===== config.mk =====
export PLATFORM = sky130hd
export DESIGN_NAME = param_sync_fifo
export DESIGN_NICKNAME = d
export VERILOG_FILES = /design/src/rtl/param_sync_fifo.sv
export SDC_FILE = /design/constraint.sdc
export NUM_CORES = 1
export LEC_CHECK = 0
export ABC_AREA = 1
export ABC_CLOCK_PERIOD_IN_PS = 3740
export BUFFER_PORTS_ARGS = -buffer_cell sky130_fd_sc_hd__buf_2
export CAP_MARGIN = 25
export CORE_ASPECT_RATIO = 0.5
export CORE_MARGIN = 1.5
export CORE_UTILIZATION = 45
export CTS_CLUSTER_SIZE = 8
export DETAILED_ROUTE_END_ITERATION = 16
export PLACE_DENSITY_LB_ADDON = 0.1
export SLEW_MARGIN = 25
export SYNTH_ARGS = -nofsm -noshare
export SYNTH_HDL_FRONTEND = slang
export SYNTH_SLANG_ARGS = --single-unit

===== constraint.sdc =====
create_clock -name clk -period 3.74 [get_ports clk]
set_input_delay 0.935 -clock clk [delete_from_list [all_inputs] [get_ports clk]]
set_output_delay 0.935 -clock clk [all_outputs]
set_load 0.01 [all_outputs]

===== src/rtl/param_sync_fifo.sv =====
// Parametrised single-clock FIFO with programmable almost flags, occupancy output,
// sticky error flags and a selectable registered / first-word-fall-through read port.
module param_sync_fifo #(
  parameter int DATA_W    = 16,
  parameter int DEPTH     = 8,
  parameter int AF_THRESH = 7,
  parameter int AE_THRESH = 1,
  parameter int FWFT      = 0
) (
  input  logic                     clk,
  input  logic                     rst,
  input  logic                     wr_en,
  input  logic [DATA_W-1:0]        data_in,
  input  logic                     rd_en,
  input  logic                     clr_err,
  output logic [DATA_W-1:0]        data_out,
  output logic                     rd_valid,
  output logic                     wr_ack,
  output logic                     overflow,
  output logic                     underflow,
  output logic                     ovf_sticky,
  output logic                     udf_sticky,
  output logic                     full,
  output logic                     empty,
  output logic                     almostfull,
  output logic                     almostempty,
  output logic [$clog2(DEPTH):0]   count
);

  localparam int AW = $clog2(DEPTH);
  localparam int CW = AW + 1;
  localparam logic [CW-1:0] DEPTH_C = CW'(DEPTH);
  localparam logic [CW-1:0] AF_C    = CW'(AF_THRESH);
  localparam logic [CW-1:0] AE_C    = CW'(AE_THRESH);

  logic [DATA_W-1:0] mem_q [DEPTH];

  logic [AW-1:0] wr_ptr_q, wr_ptr_d;
  logic [AW-1:0] rd_ptr_q, rd_ptr_d;
  logic [CW-1:0] count_q, count_d;
  logic          wr_ack_q, wr_ack_d;
  logic          overflow_q, overflow_d;
  logic          underflow_q, underflow_d;
  logic          ovf_sticky_q, ovf_sticky_d;
  logic          udf_sticky_q, udf_sticky_d;

  logic wr_ok;
  logic rd_ok;

  // Both requests are judged on the pre-edge occupancy, independently of each other.
  assign wr_ok = wr_en && (count_q != DEPTH_C);
  assign rd_ok = rd_en && (count_q != '0);

  always_comb begin
    wr_ptr_d     = wr_ptr_q;
    rd_ptr_d     = rd_ptr_q;
    count_d      = count_q;
    wr_ack_d     = wr_ok;
    overflow_d   = wr_en && !wr_ok;
    underflow_d  = rd_en && !rd_ok;
    ovf_sticky_d = overflow_d || (ovf_sticky_q && !clr_err);
    udf_sticky_d = underflow_d || (udf_sticky_q && !clr_err);

    if (wr_ok) begin
      wr_ptr_d = wr_ptr_q + 1'b1;
    end
    if (rd_ok) begin
      rd_ptr_d = rd_ptr_q + 1'b1;
    end
    if (wr_ok && !rd_ok) begin
      count_d = count_q + 1'b1;
    end else if (rd_ok && !wr_ok) begin
      count_d = count_q - 1'b1;
    end
  end

  always_ff @(posedge clk) begin
    if (rst) begin
      wr_ptr_q     <= '0;
      rd_ptr_q     <= '0;
      count_q      <= '0;
      wr_ack_q     <= 1'b0;
      overflow_q   <= 1'b0;
      underflow_q  <= 1'b0;
      ovf_sticky_q <= 1'b0;
      udf_sticky_q <= 1'b0;
    end else begin
      wr_ptr_q     <= wr_ptr_d;
      rd_ptr_q     <= rd_ptr_d;
      count_q      <= count_d;
      wr_ack_q     <= wr_ack_d;
      overflow_q   <= overflow_d;
      underflow_q  <= underflow_d;
      ovf_sticky_q <= ovf_sticky_d;
      udf_sticky_q <= udf_sticky_d;
    end
  end

  // Storage carries no reset; a reset simply rewinds the pointers.
  always_ff @(posedge clk) begin
    if (!rst && wr_ok) begin
      mem_q[wr_ptr_q] <= data_in;
    end
  end

  if (FWFT != 0) begin : g_fwft
    // Head word is presented directly; forced to zero while empty so stale storage never leaks.
    assign data_out = empty ? '0 : mem_q[rd_ptr_q];
    assign rd_valid = !empty;
  end else begin : g_reg
    logic [DATA_W-1:0] data_out_q, data_out_d;
    logic              rd_valid_q, rd_valid_d;

    always_comb begin
      data_out_d = data_out_q;
      rd_valid_d = rd_ok;
      if (rd_ok) begin
        data_out_d = mem_q[rd_ptr_q];
      end
    end

    always_ff @(posedge clk) begin
      if (rst) begin
        data_out_q <= '0;
        rd_valid_q <= 1'b0;
      end else begin
        data_out_q <= data_out_d;
        rd_valid_q <= rd_valid_d;
      end
    end

    assign data_out = data_out_q;
    assign rd_valid = rd_valid_q;
  end

  assign wr_ack      = wr_ack_q;
  assign overflow    = overflow_q;
  assign underflow   = underflow_q;
  assign ovf_sticky  = ovf_sticky_q;
  assign udf_sticky  = udf_sticky_q;
  assign count       = count_q;
  assign full        = (count_q == DEPTH_C);
  assign empty       = (count_q == '0);
  assign almostfull  = (count_q >= AF_C);
  assign almostempty = (count_q <= AE_C);

  a_count_bound: assert property (@(posedge clk) count_q <= DEPTH_C);
  a_flag_consistency: assert property (@(posedge clk)
    !(full && empty) && (!full || almostfull) && (!empty || almostempty));
  a_wr_ptr_step: assert property (@(posedge clk)
    (!rst && wr_ok) |=> (wr_ptr_q == $past(wr_ptr_q) + 1'b1));
  a_rd_ptr_step: assert property (@(posedge clk)
    (!rst && rd_ok) |=> (rd_ptr_q == $past(rd_ptr_q) + 1'b1));
  a_count_stable: assert property (@(posedge clk)
    (!rst && !wr_ok && !rd_ok) |=> (count_q == $past(count_q)));

  c_count_full: cover property (@(posedge clk) !rst && full);
  c_flag_empty: cover property (@(posedge clk) !rst && empty);
  c_wr_accept: cover property (@(posedge clk) !rst && wr_ok);
  c_rd_accept: cover property (@(posedge clk) !rst && rd_ok);
  c_rejected_only: cover property (@(posedge clk) !rst && (wr_en || rd_en) && !wr_ok && !rd_ok);

endmodule


==> results.py <==
metrics = {
    "status": {
        "status": "complete, no violations",
    },
    "cells_and_area": {
        "fin_util": 0.5292,
        "fill_cells": 1331,
        "area_growth_pct": 14.50,
        "antenna_cells": 0,
        "finalNetCount": 734,
        "drive_gt1_frac": 0.1391,
    },
    "die": {
        "die_w_microns": 175.6,
        "dieHeight_microns": 89.31,
        "io_pins": 51,
        "rows": 31,
        "initial_core_util": 0.4621,
        "core_sq_mm": 0.01451,
        "die_area_sq_mm": 0.01568,
    },
    "route": {
        "post_drt_wl_per_cell_microns": 17.17,
        "antenna_left": 0,
        "drt_iter0_drc": 432,
        "drt_wl_total_microns": 15740,
        "drc": 0,
        "num_vias": 4482,
        "drt_pre_antenna_iters": 5,
        "avgViaCountPerCell": 4.888,
    },
    "synth": {
        "synth_nets": 690,
        "netlist_top_cells_area": "edfxtp_1 (57%), nand2_1 (11%), dfxtp_1 (9.6%)",
        "synthTopCellsByCount": "nand2_1 (192), edfxtp_1 (128), inv_1 (111)",
        "avgSynthCellArea_sq_um": 10.13,
        "synth_top_area_cell": "edfxtp_1",
        "ys_seq_area_frac": 0.6689,
        "ys.warnings.count": 0,
        "synth_edf_count": 128,
        "yosysMostFrequentCell": "nand2_1",
        "ys.flop_type": "edfxtp_1",
        "syn_inst": 662,
        "synth.distinct_cells": 23,
        "yosysTopAreaCellShare": 0.5733,
        "async_flop_share": 0,
        "netlist_area_sq_mm": 0.006704,
        "ys_ff_latch": 160,
    },
    "sta": {
        "worst_slack_ns": 1.163,
        "worst_pin_slew_ns": 0.9306,
        "fin_crit_ns": 2.577,
        "setup_viol": 0,
        "drv_slew": 0,
        "fmax_ghz": 0.3881,
        "holdWs_ns": 0.4615,
        "rsz0062_at_grt": "false",
        "skew_ns": 0.01331,
        "finalHoldViolCount": 0,
        "fin_setup_tns_ns": 0,
        "timing.final.crit_share": 0.6889,
        "max-slew-margin-rel": 0.3789,
    },
    "cts": {
        "cts_max_path_buffers": 2,
        "hold_buffers": 0,
        "clk_pin_slew_worst_paths_ns": 0.06,
        "clk_latency_ns": 0.42,
        "cts_tree": "built",
        "postCtsSetupBuffers": 0,
        "cts-resized-gates": 0,
        "cts.sinks": 160,
        "root_buffer": "clkbuf_16",
        "ctsHtreeMaxLevel": 4,
        "cts_buffers": 17,
    },
    "setup_path": {
        "cp.arrival_ns": 2.61,
        "cp.required_ns": 3.78,
        "slowest_stage": "nor2_2",
        "endpoint_kind": "flip-flop",
        "worstPathCellList": "inv_1 > ha_1 > nand3_1 > nand2_1 > nor2_2 > nand2_1 > nor2_2",
        "critPathKind": "flip-flop to flip-flop",
        "path_max_fanout": 16,
        "max_stage_delay_ns": 0.76,
        "ff2ff_setup_slack_ns": 1.16,
        "worstSetupStartpointType": "flip-flop",
    },
    "power": {
        "powerDensity_mw_per_mm2": 674.5,
        "ir_worst_vdd_uv": 334.1,
        "cellLeakagePower_nw": 3.310,
    },
    "worst_hold_path": {
        "min-delay-path-class": "flip-flop to flip-flop",
    },
    "global_route": {
        "grt_pass1_vias": 3962,
        "grt.overflow.total": 0,
        "antenna_found_initial": 0,
        "track_usage": 0.2129,
        "grt_max_degree": 67,
        "grt_pass1_wl_microns": 23610,
    },
    "place": {
        "dp_slack_ns": 0.8614,
        "place_congestion": 0.7924,
        "portBuffers": 50,
        "hpwl_microns": 10030,
    },
    "job": {
        "max_cap_viol_count": 0,
    },
}
-- through the flow --
stage | instances | cell area, sq um | total power [mW]
2_1_floorplan | 662 | 6704 | 3.086
3_3_place_gp | 885 | 7066 | 3.469
3_5_place_dp | 885 | 7068 | 3.478
4_1_cts | 917 | 7676 | 5.213
5_1_grt | 917 | 7676 | 5.469
6_report | 917 | 7676 | 5.177
-- power by group --
group | internal [mW] | total (mW) | switching [mW] | leakage (nW)
Sequential | 2.07 | 2.16 | 0.0901 | 1.42
Clock | 1.04 | 1.73 | 0.699 | 0.303
Combinational | 0.392 | 1.28 | 0.893 | 1.59
-- cells by family after synthesis --
logic type	synth area share
AND/OR/NAND/NOR	0.1965
AO/OA/AOI/OAI	0.02762
buffers and inverters	0.09257
XOR/XNOR	0.001307
adder cells (fa/ha/maj)	0.01306
flip-flops	0.6689
-- placed cells by master, fill, tap and decap left out, drive strengths merged --
cell type,n
a21oi,27
and3,1
buf,54
clkbuf,24
clkinv,5
dfxtp,32
edfxtp,128
ha,7
inv,118
nand2,193
nand3,102
nor2,15
nor3,2
o21ai,10
xnor2,1
-- worst paths after layout --
| kind | start | end | depth (start not counted) |
|---|---|---|---|
| worst max-delay path | count[0] | mem_q[2][2] | 7 |
| worst min-delay path | data_out[5] | data_out[5] | 2 |
| worst max register to register | count[0] | mem_q[2][2] | 7 |
| worst min register to register | data_out[5] | data_out[5] | 2 |
-- metal layers --
layer | GRT usage | part of all wire
met4 | 0.05828 | 0.0077
met3 | 0.04804 | 0.067
met1 | 0.3400 | 0.53
met5 | 0 | 0
met2 | 0.2849 | 0.39
-- cell type report --
class / instances / area, sq um / share of cell area
tap: 198 / 247.7 / 0.03227
sequential: 160 / 4486 / 0.5844
clock inverter: 8 / 61.31 / 0.007987
clock buffer: 24 / 546.8 / 0.07123
timing repair buffer: 54 / 280.3 / 0.03651
inverter: 115 / 435.4 / 0.05672
multi-input combinational: 358 / 1619 / 0.2109
-- critical path: cells and delay by family, from the launching register on --
kind / cells / cell delay [ns]
fa+ha+maj: 1 / 0.24
buf+inv: 1 / 0.12
flops: 1 / 0.41
simple gates: 5 / 1.42
-- registers in the layout, summed over array words and instances, names as in the netlist, 3 cells and up --
| name | cells |
|---|---|
| count | 4 |
| rd_ptr_q | 3 |
| data_out | 16 |
| wr_ptr_q | 3 |
| mem_q | 128 |
No activity file was read; power rests on OpenSTA's default activity.
